[src/rtl/ps2_mouse_packer.sv]
// Assembles the three PS/2 mouse bytes (flags, X, Y) into the 25-bit ps2_mouse word.
// Malformed or stalled packets are dropped, and pkt_drop pulses for one cycle.
module ps2_mouse_packer #(
  parameter int TIMEOUT = 50000,
  parameter int TW      = 16
) (
  input  logic        clk,
  input  logic        reset_n,
  input  logic        byte_valid,
  input  logic [7:0]  byte_data,
  input  logic        byte_err,
  output logic [24:0] ps2_mouse,
  output logic        pkt_drop
);

  typedef enum logic [1:0] {B0, B1, B2} state_t;

  localparam logic [TW-1:0] TERM_CNT = TW'(TIMEOUT - 1);

  state_t        state_reg, state_next;
  logic [TW-1:0] cnt_reg, cnt_next;
  logic [7:0]    flags_reg, flags_next;
  logic [7:0]    x_reg, x_next;
  logic [24:0]   mouse_next;
  logic          drop_next;
  logic          accept;

  assign accept = byte_valid & ~byte_err;

  always_ff @(posedge clk) begin
    if (!reset_n) begin
      state_reg <= B0;
      cnt_reg   <= '0;
      flags_reg <= '0;
      x_reg     <= '0;
      ps2_mouse <= '0;
      pkt_drop  <= 1'b0;
    end else begin
      state_reg <= state_next;
      cnt_reg   <= cnt_next;
      flags_reg <= flags_next;
      x_reg     <= x_next;
      ps2_mouse <= mouse_next;
      pkt_drop  <= drop_next;
    end
  end

  always_comb begin
    state_next = state_reg;
    cnt_next   = cnt_reg;
    flags_next = flags_reg;
    x_next     = x_reg;
    mouse_next = ps2_mouse;
    drop_next  = 1'b0;
    case (state_reg)
      B0: begin
        cnt_next = '0;
        // Only a byte with bit 3 set can start a packet; anything else is resync noise.
        if (accept && byte_data[3]) begin
          flags_next = byte_data;
          state_next = B1;
        end
      end
      B1, B2: begin
        if (accept) begin
          cnt_next = '0;
          if (state_reg == B1) begin
            x_next     = byte_data;
            state_next = B2;
          end else begin
            // Overflow bits zero the affected delta; flags go out untouched.
            mouse_next = {~ps2_mouse[24],
                          flags_reg[7] ? 8'h00 : byte_data,
                          flags_reg[6] ? 8'h00 : x_reg,
                          flags_reg};
            state_next = B0;
          end
        end else if (byte_valid || cnt_reg == TERM_CNT) begin
          // A bad byte or a stall of TIMEOUT cycles abandons the partial packet.
          cnt_next   = '0;
          drop_next  = 1'b1;
          state_next = B0;
        end else begin
          cnt_next = cnt_reg + TW'(1);
        end
      end
      default: begin
        cnt_next   = '0;
        state_next = B0;
      end
    endcase
  end

endmodule

[config.mk]
export PLATFORM = sky130hd
export DESIGN_NAME = ps2_mouse_packer
export DESIGN_NICKNAME = d
export VERILOG_FILES = /design/src/rtl/ps2_mouse_packer.sv
export SDC_FILE = /design/constraint.sdc
export NUM_CORES = 1
export LEC_CHECK = 0
export CORE_AREA = 2 2 75 77
export DETAILED_ROUTE_END_ITERATION = 12
export DIE_AREA = 0 0 77 79
export HOLD_SLACK_MARGIN = 0.12
export PLACE_DENSITY = 0.74
export SKIP_LAST_GASP = 1
export SYNTH_ARGS = -nofsm -noshare
export SYNTH_HDL_FRONTEND = slang
export SYNTH_SLANG_ARGS = --single-unit
[constraint.sdc]
create_clock -name clk -period 1.71 [get_ports clk]
set_input_delay 0.2565 -clock clk [delete_from_list [all_inputs] [get_ports clk]]
set_output_delay 0.2565 -clock clk [all_outputs]
set_load 0.02 [all_outputs]
Yosys cells after proc, flatten, opt, wreduce, memory -nomap -nowiden
Index checks and enable logic that the tools add are counted.
{ "totals": {"word_cells": 36, "output_inout_bits": 26, "register_bits": 60, "in_bits": 12} }
{ "classes": {"n_mux": 8, "addsub": 1, "bitwise_logic": 6, "eq_ne": 5, "reduce_logical": 10} }
{ "op_table": {"columns": ["op", "n"], "rows": [
  ["$add 16x1->16 const B", 1],
  ["$eq 16x16->1 const B", 1],
  ["$mux 8", 2],
  ["$mux 2", 4],
  ["$reduce_and 3->1", 2],
  ["$not 1->1", 5],
  ["$pmux 2 s2", 1],
  ["$reduce_and 2->1", 2],
  ["$reduce_or 4->1", 1],
  ["$ne 3x3->1 const B", 1],
  ["$reduce_or 3->1", 1],
  ["$eq 2x1->1 const B", 1],
  ["$eq 2x2->1 const B", 1],
  ["$logic_not 2->1", 1],
  ["$ne 2x2->1 const B", 1],
  ["$reduce_or 2->1", 1],
  ["$and 1x1->1", 1],
  ["$logic_and 1x1->1", 1],
  ["$logic_or 1x1->1", 1],
  ["$mux 1", 1]
]} }

Depth between registers and ports, before layout
{ "logic_depth": {"word_depth": 5, "ltp_mapped": 8, "ltp_nobuf": 6} }

Least setup slack after synthesis
No wires, ideal clock.
{ "synth_path": {"path_type": "register to register", "from": "register cnt_reg[12]", "to": "register cnt_reg[15]", "path_stages_with_launch": 7, "t_required_ns": 1.595, "n_path_buf": 2, "path_slack_ns": 0.071, "t_arrival_ns": 1.524, "setup_ns": 0.115, "period_less_slack_ns": 1.639, "path_cell_list": "dfxtp_1 -> or4b_1 -> nor4_2 -> or3_1 -> buf_6 -> buf_8 -> nor2_1"} }
{ "synth_between": {"elab_chain_cells": 3, "elab_cells_between_ends": 4, "cone_classes": "add/sub: 1; eq/ne: 1; reduce/logical: 2"} }
{ "synth_rtl": {"columns": ["item", "line_no", "source"], "rows": [
  ["start, declared", "21", "logic [TW-1:0] cnt_reg, cnt_next;"],
  ["start signal, assigned", "40", "cnt_reg <= cnt_next;"],
  ["parallel branches: the longest is 3 deep, another holds $add 16x1->16", null, null]
]} }
Several ways; the timed one is not identified.
A chain may end at the register's enable or synchronous reset.

Final worst setup path
{ "layout_path": {"from": "register cnt_reg[0]", "to": "register state_reg[1]"} }
{ "layout_between": {"elab_chain_cells": 4} }
{ "layout_rtl": {"columns": ["item", "line_no", "source"], "rows": [
  ["$eq 16x16->1", "78", "end else if (byte_valid || cnt_reg == TERM_CNT) begin"],
  ["$logic_or 1x1->1", "78", null],
  ["$ne 3x3->1 (no source line)", null, null],
  ["$reduce_and 2->1 (no source line)", null, null],
  ["end signal, assigned", "39", "state_reg <= state_next;"],
  ["end, declared", "20", "state_t state_reg, state_next;"]
]} }
Every way passes these cells.

==> run summary <==
Port Buf Inserts - 37
Critical Path Fanout Max - 4
Required arrival time at the worst endpoint - 1.97 ns
Antenna diode count - 0
Post-route design area - 0.003264 sq mm
Number of antenna violations at the first check in global routing - 0
Final-report hold violation count - 0
Multiplexer share of the synthesized area - 0.008118
Yosys synthesis warning count - 0
Die outline area - 0.006083 sq mm
Total placed instance area - 0.003033 sq mm
Final Max Slew Viols - 0
Total number of H-tree levels - 3
Clock tree from TritonCTS - yes
Result of the run - finished clean
Adder and majority cell fraction of the synthesized area - 0.01522
Number of DRC markers after the initial detailed-route iteration - 107
Max Root-Sink Buffers - 2
Die boundary height - 79 microns
DR vias - 2029
Fraction of synthesized cell area taken by the top area cell type - 0.4871
WP data arrival - 1.88 ns
Share of synthesized flip-flops with an asynchronous set or reset - 0
Sequential cell fraction of total power - 0.476
Net switching share of the total power - 0.2160
Clock-pin slew on the worst setup and hold paths - 0.07 ns
Routability Congestion - 0.8081
DRC violation count after routing - 0
CP Capture Type - register
Starting utilization of the core area - 0.4620
Critical Path Source Type - register
Post-layout total power - 2.988 mW
Setup repair after global routing missed its margin - true
Minimum period implied by the final worst setup slack - 1.626 ns
Sw Pwr - 0.6455 mW
Sequential fraction of the synthesis area - 0.4871
Maximum operating frequency - 615.1 MHz
Comb pwr share - 0.048
Type of the tightest min-delay check - reg -> reg
Core area - 0.005338 sq mm
Post-route antenna net violation count - 0
Post-synthesis cell type with the largest combined area - dfxtp_1
Number of placed I/O pins - 38
Kind of critical path - reg -> reg
Worst-Margin Slew - 0.3687 ns
Routed Wire Length - 5.117 mm
Total leakage power - 1.075 nW
Flip-flop count of the largest register, all copies and words added - 25
Cell area after synthesis - 0.002466 sq mm
Final Hold Slack - 0.4597 ns
Wire length of the first global-routing pass - 8.990 mm
Mean Syn Cell Area - 8.903 sq um
Highest ir drop seen on vdd - 0.7723 mV
Number of global-route vias before repair - 1961
Yosys reg bits - 60
Cell count after synthesis - 277
# Max-Cap Violations - 0
Number of clock buffers inserted by TritonCTS - 9
Die extent in x - 77 microns
Setup fix buffers added after clock tree synthesis - 0
Clock skew after layout - 0.007109 ns
Fraction of final layout cells sized beyond drive strength 1 - 0.1187
Internal power - 2.343 mW
Count of standard-cell rows - 27
Rel. slew slack - 0.7535
Part of the power in the clock network - 0.476
Average vias per placed instance - 4.961
Basic-gate share of the synthesized area counting and, or, nand and nor cells - 0.2669
Clock network latency to the later pin of the worst-skew pair - 0.33 ns
Combinational family with the most area after synthesis - simple AND/OR/NAND/NOR gates
WL per Instance - 12.51 microns
DRT Pass-1 Iters - 4
Detailed placer's ending HPWL - 3.609 mm
Top post-synthesis cells by area - dfxtp_1 49%, a21boi_0 12%, nand2_1 8.8%
GRT overflow - 0
Number of enable flip-flop cells after synthesis - 0
Pin count of the biggest net entering global routing - 44
Tot GR Track Use - 0.1855
Primary FF master, synth - dfxtp_1
Number of distinct library cell variants in the gate-level netlist after synthesis - 30
Area grow syn2layout - 32.37%
Sinks on Clock Net - 60
Net count reported at finish - 347
Compound-gate portion of the synthesized area - 0.1294
Final Util - 0.6116
Total power divided by cell area - 915.4 mW/mm^2
Clock root buffer - clkbuf_8
Final worst path period share - 0.9507
XOR/XNOR Fraction of Synth Area - 0.05327
Net count after synthesis - 292
Setup violation total in the final timing report - 0
placed cells by master (no fill, tap or decap), types with 2 or more instances in the layout:
cell type and count:
a21boi_0 38, a21oi_1 2, buf_12 2, buf_4 19, bufinv_16 2, clkbuf_8 10, clkdlybuf4s50_1 37, clkinvlp_4 3
dfxtp_1 60, ha_1 3, inv_1 6, mux2i_1 2, nand2_1 58, nand3_1 14, nand3b_1 19, nand4_1 3
nor2_1 21, nor2b_1 3, nor3_1 3, nor4_1 3, nor4_2 2, o21ai_0 2, or4b_1 2, xnor2_1 12
xor2_1 3
cells in the mapped netlist (4+ instances only):
library cell  count
a21boi_0         38
buf_2             4
clkbuf_1          8
dfxtp_1          60
inv_1             6
nand2_1          58
nand3_1          14
nand3b_1         19
nor2_1           21
nor4_1            4
xnor2_1          12
per-layer routing:
metal,vias up,GRT usage,routed length [microns]
met5,-,0,0
met4,0,0.09286,93
met3,12,0.03750,149
met2,37,0.3088,2413
met1,937,0.2301,2461
li1,1043,-,-
worst paths after layout:
path	start	end	slack, ns	cells past startpoint
max	cnt_reg[0]	state_reg[1]	0.08	6
min	ps2_mouse[23]	ps2_mouse[23]	0.46	2
max reg2reg	cnt_reg[0]	state_reg[1]	0.08	6
min reg2reg	ps2_mouse[23]	ps2_mouse[23]	0.46	2
logic make-up after synthesis:
logic type | after synthesis
buffers and inverters | 20
muxes | 2
xor gates and xnor gates | 15
adders and majority gates | 3
and+or+nand+nor | 133
DFF | 60
AOI/OAI and AO/OA | 44
final cells by class:
class                   count  area [sq um]
clock inverters             6         87.58
multi-input cells         197          1172
fillers                   488          2073
inverters                   6         22.52
clock buffers              10         137.6
flip-flops and latches     60          1201
repair buffers             58         553.0
well taps                  72         90.09
power groups by stage:
stage / Sequential [mW] / Combinational [mW] / Clock, mW
final: 1.42 / 0.143 / 1.42
after global routing: 1.42 / 0.156 / 1.52
after CTS: 1.42 / 0.144 / 1.45
after detailed placement: 1.45 / 0.143 / 0
after global placement: 1.45 / 0.142 / 0
after floorplan: 1.46 / 0.0681 / 0
per-stage QoR:
step	instances	setup WS (ns)	setup TNS [ns]
4_1_cts	409	0.06791	0
5_1_grt	409	-0.006085	-0.006085
6_report	409	0.08433	0
2_1_floorplan	277	0.07125	0
3_5_place_dp	393	0.05861	0
3_3_place_gp	393	0.1006	0
worst max-delay path: stages, from the launching register on:
cell	delay (ns)
dfxtp_1	0.34
ha_1	0.22
nand3_1	0.14
nor4_2	0.07
buf_4	0.14
or3b_2	0.45
a31oi_1	0.19
repair_timing:
action                     CTS  global route
resized for setup            0             1
setup endpoints to repair    0             1
hold buffers                 0             0
Note: power is estimated with default switching activity, not from simulation.
